==> src/rtl/ram_port_arbiter.sv <==
`default_nettype none
// ============================================================================
//  Module   : ram_port_arbiter
//  Purpose  : Round-robin arbiter and response sequencer placed in front of a
//             single-port, byte-enabled RAM with 1-cycle read latency and no
//             output register. Master 0 is load/store, master 1 is fetch.
//             One access is accepted per cycle; the response for a grant is
//             returned exactly one cycle later to the granted master.
//  Ports    : clk, rst                        - clock, async active-high reset
//             mN_req/we/addr/wdata/be         - master N request (byte address)
//             mN_gnt                          - combinational accept
//             mN_rvalid/rdata/err             - master N response
//             ram_addr/wr_data/wr_en/wr_byte_en, ram_rd_data - RAM interface
//  Revision : 1.0 - initial release
// ============================================================================
module ram_port_arbiter #(
    parameter int ADDR_WIDTH = 14,
    parameter int DATA_WIDTH = 32,   // must equal 8*BE_WIDTH
    parameter int BE_WIDTH   = 4
) (
    input  logic                  clk,
    input  logic                  rst,

    input  logic                  m0_req,
    input  logic                  m0_we,
    input  logic [31:0]           m0_addr,
    input  logic [DATA_WIDTH-1:0] m0_wdata,
    input  logic [BE_WIDTH-1:0]   m0_be,
    output logic                  m0_gnt,
    output logic                  m0_rvalid,
    output logic [DATA_WIDTH-1:0] m0_rdata,
    output logic                  m0_err,

    input  logic                  m1_req,
    input  logic                  m1_we,
    input  logic [31:0]           m1_addr,
    input  logic [DATA_WIDTH-1:0] m1_wdata,
    input  logic [BE_WIDTH-1:0]   m1_be,
    output logic                  m1_gnt,
    output logic                  m1_rvalid,
    output logic [DATA_WIDTH-1:0] m1_rdata,
    output logic                  m1_err,

    output logic [ADDR_WIDTH-1:0] ram_addr,
    output logic [DATA_WIDTH-1:0] ram_wr_data,
    output logic                  ram_wr_en,
    output logic [BE_WIDTH-1:0]   ram_wr_byte_en,
    input  logic [DATA_WIDTH-1:0] ram_rd_data
);

    // First byte-address bit above the RAM word range.
    localparam int c_HI_LSB = ADDR_WIDTH + 2;

    // ------------------------------------------------------------------------
    // State
    // ------------------------------------------------------------------------
    logic                  r_last_grant_q, w_last_grant_d;  // 1 = m1 won last
    logic [ADDR_WIDTH-1:0] r_ram_addr_q,   w_ram_addr_d;
    logic                  r_rsp_valid_q,  w_rsp_valid_d;
    logic                  r_rsp_sel_q,    w_rsp_sel_d;
    logic                  r_rsp_we_q,     w_rsp_we_d;
    logic                  r_rsp_err_q,    w_rsp_err_d;

    // ------------------------------------------------------------------------
    // Range check per master (upper byte-address bits must be zero)
    // ------------------------------------------------------------------------
    logic w_m0_in_range;
    logic w_m1_in_range;

    generate
        if (c_HI_LSB < 32) begin : g_range_chk
            assign w_m0_in_range = (m0_addr[31:c_HI_LSB] == '0);
            assign w_m1_in_range = (m1_addr[31:c_HI_LSB] == '0);
        end else begin : g_range_full
            assign w_m0_in_range = 1'b1;
            assign w_m1_in_range = 1'b1;
        end
    endgenerate

    // Byte-offset bits are intentionally ignored.
    logic w_unused_ok;
    assign w_unused_ok = &{1'b0, m0_addr[1:0], m1_addr[1:0]};

    // ------------------------------------------------------------------------
    // Arbitration and selected-request mux
    // ------------------------------------------------------------------------
    logic                  w_gnt0;
    logic                  w_gnt1;
    logic                  w_any_gnt;
    logic                  w_sel_we;
    logic [31:0]           w_sel_addr;
    logic [DATA_WIDTH-1:0] w_sel_wdata;
    logic [BE_WIDTH-1:0]   w_sel_be;
    logic                  w_sel_in_range;

    always_comb begin
        w_gnt0 = 1'b0;
        w_gnt1 = 1'b0;
        // Grants are suppressed while reset is held so nothing reaches the RAM.
        if (!rst) begin
            if (m0_req && m1_req) begin
                // Conflict: the master that did not win last time goes now.
                if (r_last_grant_q) w_gnt0 = 1'b1;
                else                w_gnt1 = 1'b1;
            end else begin
                w_gnt0 = m0_req;
                w_gnt1 = m1_req;
            end
        end
        w_any_gnt = w_gnt0 | w_gnt1;

        w_sel_we       = w_gnt1 ? m1_we         : m0_we;
        w_sel_addr     = w_gnt1 ? m1_addr       : m0_addr;
        w_sel_wdata    = w_gnt1 ? m1_wdata      : m0_wdata;
        w_sel_be       = w_gnt1 ? m1_be         : m0_be;
        w_sel_in_range = w_gnt1 ? w_m1_in_range : w_m0_in_range;

        w_last_grant_d = w_any_gnt ? w_gnt1 : r_last_grant_q;
        // Address holds its previous value on idle cycles.
        w_ram_addr_d   = w_any_gnt ? w_sel_addr[ADDR_WIDTH+1:2] : r_ram_addr_q;

        w_rsp_valid_d  = w_any_gnt;
        w_rsp_sel_d    = w_gnt1;
        w_rsp_we_d     = w_sel_we;
        w_rsp_err_d    = ~w_sel_in_range;
    end

    // ------------------------------------------------------------------------
    // Registers
    // ------------------------------------------------------------------------
    always_ff @(posedge clk or posedge rst) begin
        if (rst) begin
            r_last_grant_q <= 1'b1;   // m0 wins the first conflict
            r_ram_addr_q   <= '0;
            r_rsp_valid_q  <= 1'b0;
            r_rsp_sel_q    <= 1'b0;
            r_rsp_we_q     <= 1'b0;
            r_rsp_err_q    <= 1'b0;
        end else begin
            r_last_grant_q <= w_last_grant_d;
            r_ram_addr_q   <= w_ram_addr_d;
            r_rsp_valid_q  <= w_rsp_valid_d;
            r_rsp_sel_q    <= w_rsp_sel_d;
            r_rsp_we_q     <= w_rsp_we_d;
            r_rsp_err_q    <= w_rsp_err_d;
        end
    end

    // ------------------------------------------------------------------------
    // RAM drive
    // ------------------------------------------------------------------------
    assign m0_gnt         = w_gnt0;
    assign m1_gnt         = w_gnt1;
    assign ram_addr       = w_ram_addr_d;
    assign ram_wr_data    = w_sel_wdata;
    assign ram_wr_en      = w_any_gnt & w_sel_we & w_sel_in_range;
    assign ram_wr_byte_en = (w_any_gnt && w_sel_we) ? w_sel_be : '0;

    // ------------------------------------------------------------------------
    // Response: RAM data is only forwarded for in-range reads.
    // ------------------------------------------------------------------------
    logic w_rsp0;
    logic w_rsp1;
    logic w_rd_ok;

    assign w_rsp0  = r_rsp_valid_q & ~r_rsp_sel_q;
    assign w_rsp1  = r_rsp_valid_q &  r_rsp_sel_q;
    assign w_rd_ok = ~r_rsp_we_q & ~r_rsp_err_q;

    assign m0_rvalid = w_rsp0;
    assign m0_err    = w_rsp0 & r_rsp_err_q;
    assign m0_rdata  = (w_rsp0 && w_rd_ok) ? ram_rd_data : '0;

    assign m1_rvalid = w_rsp1;
    assign m1_err    = w_rsp1 & r_rsp_err_q;
    assign m1_rdata  = (w_rsp1 && w_rd_ok) ? ram_rd_data : '0;

endmodule
`default_nettype wire
==> config.mk <==
export PLATFORM = sky130hd
export DESIGN_NAME = ram_port_arbiter
export DESIGN_NICKNAME = d
export VERILOG_FILES = /design/src/rtl/ram_port_arbiter.sv
export SDC_FILE = /design/constraint.sdc
export NUM_CORES = 1
export LEC_CHECK = 0
export ABC_AREA = 1
export ABC_CLOCK_PERIOD_IN_PS = 4290
export BUFFER_PORTS_ARGS = -buffer_cell sky130_fd_sc_hd__buf_4
export CAP_MARGIN = 20
export CORE_AREA = 4 4 112 114
export CTS_CLUSTER_DIAMETER = 120
export CTS_CLUSTER_SIZE = 40
export DETAILED_ROUTE_END_ITERATION = 8
export DIE_AREA = 0 0 116 118
export PLACE_DENSITY = 0.49
export SETUP_SLACK_MARGIN = 0.02
export SYNTH_ARGS = -nofsm -noshare
export SYNTH_HDL_FRONTEND = slang
export SYNTH_SLANG_ARGS = --single-unit
==> constraint.sdc <==
create_clock -name clk -period 4.29 [get_ports clk]
set_input_delay 0.858 -clock clk [delete_from_list [all_inputs] [get_ports clk]]
set_output_delay 0.858 -clock clk [all_outputs]
set_load 0.01 [all_outputs]
==> out/metrics.csv <==
metric;value;unit
status;finished, final reports clean;
Combinational Power Share;47.7;%
Clock Skew;0.001419;ns
hold_buf cts;0;
area leader, netlist;nand2_1;
maximum vdd drop;0.1101;mV
Synth cell types;17;
post-synthesis register bit count;19;
Switch Pwr;0.2357;mW
cts bufs inserted;3;
post-route clock period utilization;79.76;%
Synth Area per Inst;5.177;um^2
Placer Congestion;0.7579;
root buf cell;clkbuf_16;
Gate Count Post-Synth;364;
CTS clk-pin slew, worst paths;0.05;ns
detailed-placement wirelength estimate;9213;um
relative slew slack;56.95;%
top post-synthesis cells by area;nand2_1 30%, dfrtp_1 24%, nor2_1 21%;
CP delay by family, top;buffers and inverters;
antenna-violating nets left;0;
fin nets;821;
Min-Delay Path Class;flop to flop;
post-synthesis sequential area ratio;25.30;%
largest net degree at the start of global routing;42;
Synth Warn #;0;
area share of the largest cell type after synthesis;30.28;%
Final min period;3.422;ns
Filler Cell Count;1262;
Total GRT Usage;13.75;%
Synth Cell Area;1884;um^2
postcts setup bufs;0;
latest clock arrival within the worst-skew pair;0.25;ns
RSZ-0062 raised after global routing;false;
Placement Rows;39;
Sequential Power Share;27.3;%
die width;116;um
io pins;295;
first-pass GRT wire length;15370;um
Clock Sinks;19;
WL/cell;13.22;um
vias;3130;
CTS tree;built;
crit-path max FO;20;
# resized after CTS;0;
setup TNS;0;ns
LEAKAGE;2.623;nW
sw frac;30.75;%
Via-to-Cell Ratio;3.967;
Clock Path Buffers;2;
antenna violations before repair;0;
DR pass1 iterations;4;
Worst Path Required;3.43;ns
via count of the first global-routing pass;3203;
Layout area overhead;127.0;%
Critical Path, Cell by Cell;buf_4 -> inv_2 -> buf_4 -> o21a_1 -> buf_4 -> nor2_1 -> a31oi_1 -> buf_4;
Antenna Diode Count;0;
crit path buf inv count;5;
slowest CP cell;o21a_1;
Iter 0 DRT Violations;76;
layout cells sized above 1;47.52;%
kind of critical path;input port to output port;
Die ar.;13690;um^2
Crit path arrival time;2.56;ns
Initial Util;16.50;%
pins over their slew limit;0;
Startpoint Class;input port;
syn_nets;538;
Post-route DRC;0;
pwr dens;179.3;nW/um^2
Clk pwr share;25.0;%
Critical Path Max Stage Delay;0.50;ns
Internal;0.5309;mW
Max-Cap Viols;0;
fmax;0.2923;GHz
GR Overflow Total;0;
core area;11420;um^2
H-tree depth;1;
Tightest Pin Transition;0.6447;ns
Total Routed Length;10430;um
most used cell, CP;buf_4;
PortBufs;290;
die height;118;um
Hold Fails Final Rpt;0;
total power;0.7666;mW
crit path capture type;output port;
final setup violating endpoints;0;
==> metrics by stage <==
| step | cells | util, % | setup slack [ns] | hold slack (ns) | instance area (um^2) |
|---|---|---|---|---|---|
| 4_1_cts | 787 | 37.19 | 0.7679 | 0.5332 | 4247 |
| 3_5_place_dp | 783 | 36.47 | 0.7727 | 0.5151 | 4164 |
| 5_1_grt | 789 | 37.45 | 0.6125 | 0.5530 | 4277 |
| 2_1_floorplan | 364 | - | 1.594 | 0.4824 | 1884 |
| 3_3_place_gp | 783 | 36.47 | 0.7964 | 0.5026 | 4164 |
| 6_report | 789 | 37.45 | 0.8684 | 0.5365 | 4277 |
==> worst paths after layout <==
path | start | to | slack [ns] | cells past startpoint
max | rst | ram_addr[7] | 0.87 | 8
min | r_last_grant_q | r_last_grant_q | 0.54 | 2
max reg2reg | r_last_grant_q | r_ram_addr_q[4] | 2.47 | 5
min reg2reg | r_last_grant_q | r_last_grant_q | 0.54 | 2
max in group asynchronous | rst | r_last_grant_q | 3.37 | 3
min in group asynchronous | rst | r_ram_addr_q[12] | 0.66 | 3
==> logic make-up (layout without fill, tap and decap cells) <==
kind of cell / count (synthesis) / count (layout) / synth area share, %
flops: 19 / 19 / 25.30
simple gates: 261 / 261 / 52.52
compound gates: 19 / 19 / 6.772
buf+inv: 65 / 347 / 15.41
==> routing by layer <==
metal	vias up	part of all wire [%]	GRT usage [%]
met1	1318	34	13.91
met4	0	0.47	2.538
li1	1636	-	-
met3	2	12	3.702
met5	-	0	0
met2	174	54	27.41
==> power groups by stage <==
stage	Sequential [mW]	Clock [mW]	Combinational, mW
after floorplan	0.210	0	0.141
after global placement	0.212	0	0.369
after detailed placement	0.212	0	0.374
after CTS	0.209	0.202	0.375
after global routing	0.211	0.212	0.403
final	0.209	0.192	0.366
==> cells in the final DEF, fill, tap and decap left out <==
master	n
o21ai_0	1
buf_4	296
nand2_1	152
buf_8	2
clkinvlp_4	1
inv_1	43
a31oi_1	14
nor2_1	105
o211ai_2	1
nand3_1	2
nand3_2	1
a211oi_1	1
dfrtp_1	18
inv_2	2
dfstp_2	1
clkbuf_16	3
nor3_1	1
o21a_1	2
==> worst reg2reg max path, cell delays in order (launching register included) <==
cell and delay [ns]:
dfstp_2 0.37, nand2_1 0.07, nand3_2 0.31, inv_2 0.63, nand2_1 0.11, a31oi_1 0.23
==> synthesized netlist by cell type <==
cell type,instances
a211oi_1,1
a31oi_1,14
buf_2,16
buf_4,1
buf_6,3
dfrtp_1,18
dfstp_2,1
inv_1,43
inv_2,2
nand2_1,152
nand3_1,2
nand3_2,1
nor2_1,105
nor3_1,1
o211ai_2,1
o21a_1,2
o21ai_0,1
==> state kept, by name, summed over array words and instances (netlist names) <==
name,count
r_rsp_err_q,1
r_ram_addr_q,14
r_last_grant_q,1
r_rsp_sel_q,1
r_rsp_we_q,1
r_rsp_valid_q,1
==> layout make-up <==
type	instances	area [um^2]	share of cell area, %
timing repair buffer	298	2252	52.66
multi-input combinational	280	1117	26.13
sequential	19	476.7	11.15
tap	143	178.9	4.184
inverter	45	168.9	3.950
clock buffer	3	75.07	1.755
clock inverter	1	7.507	0.1755
No activity file was read; power rests on OpenSTA's default activity.
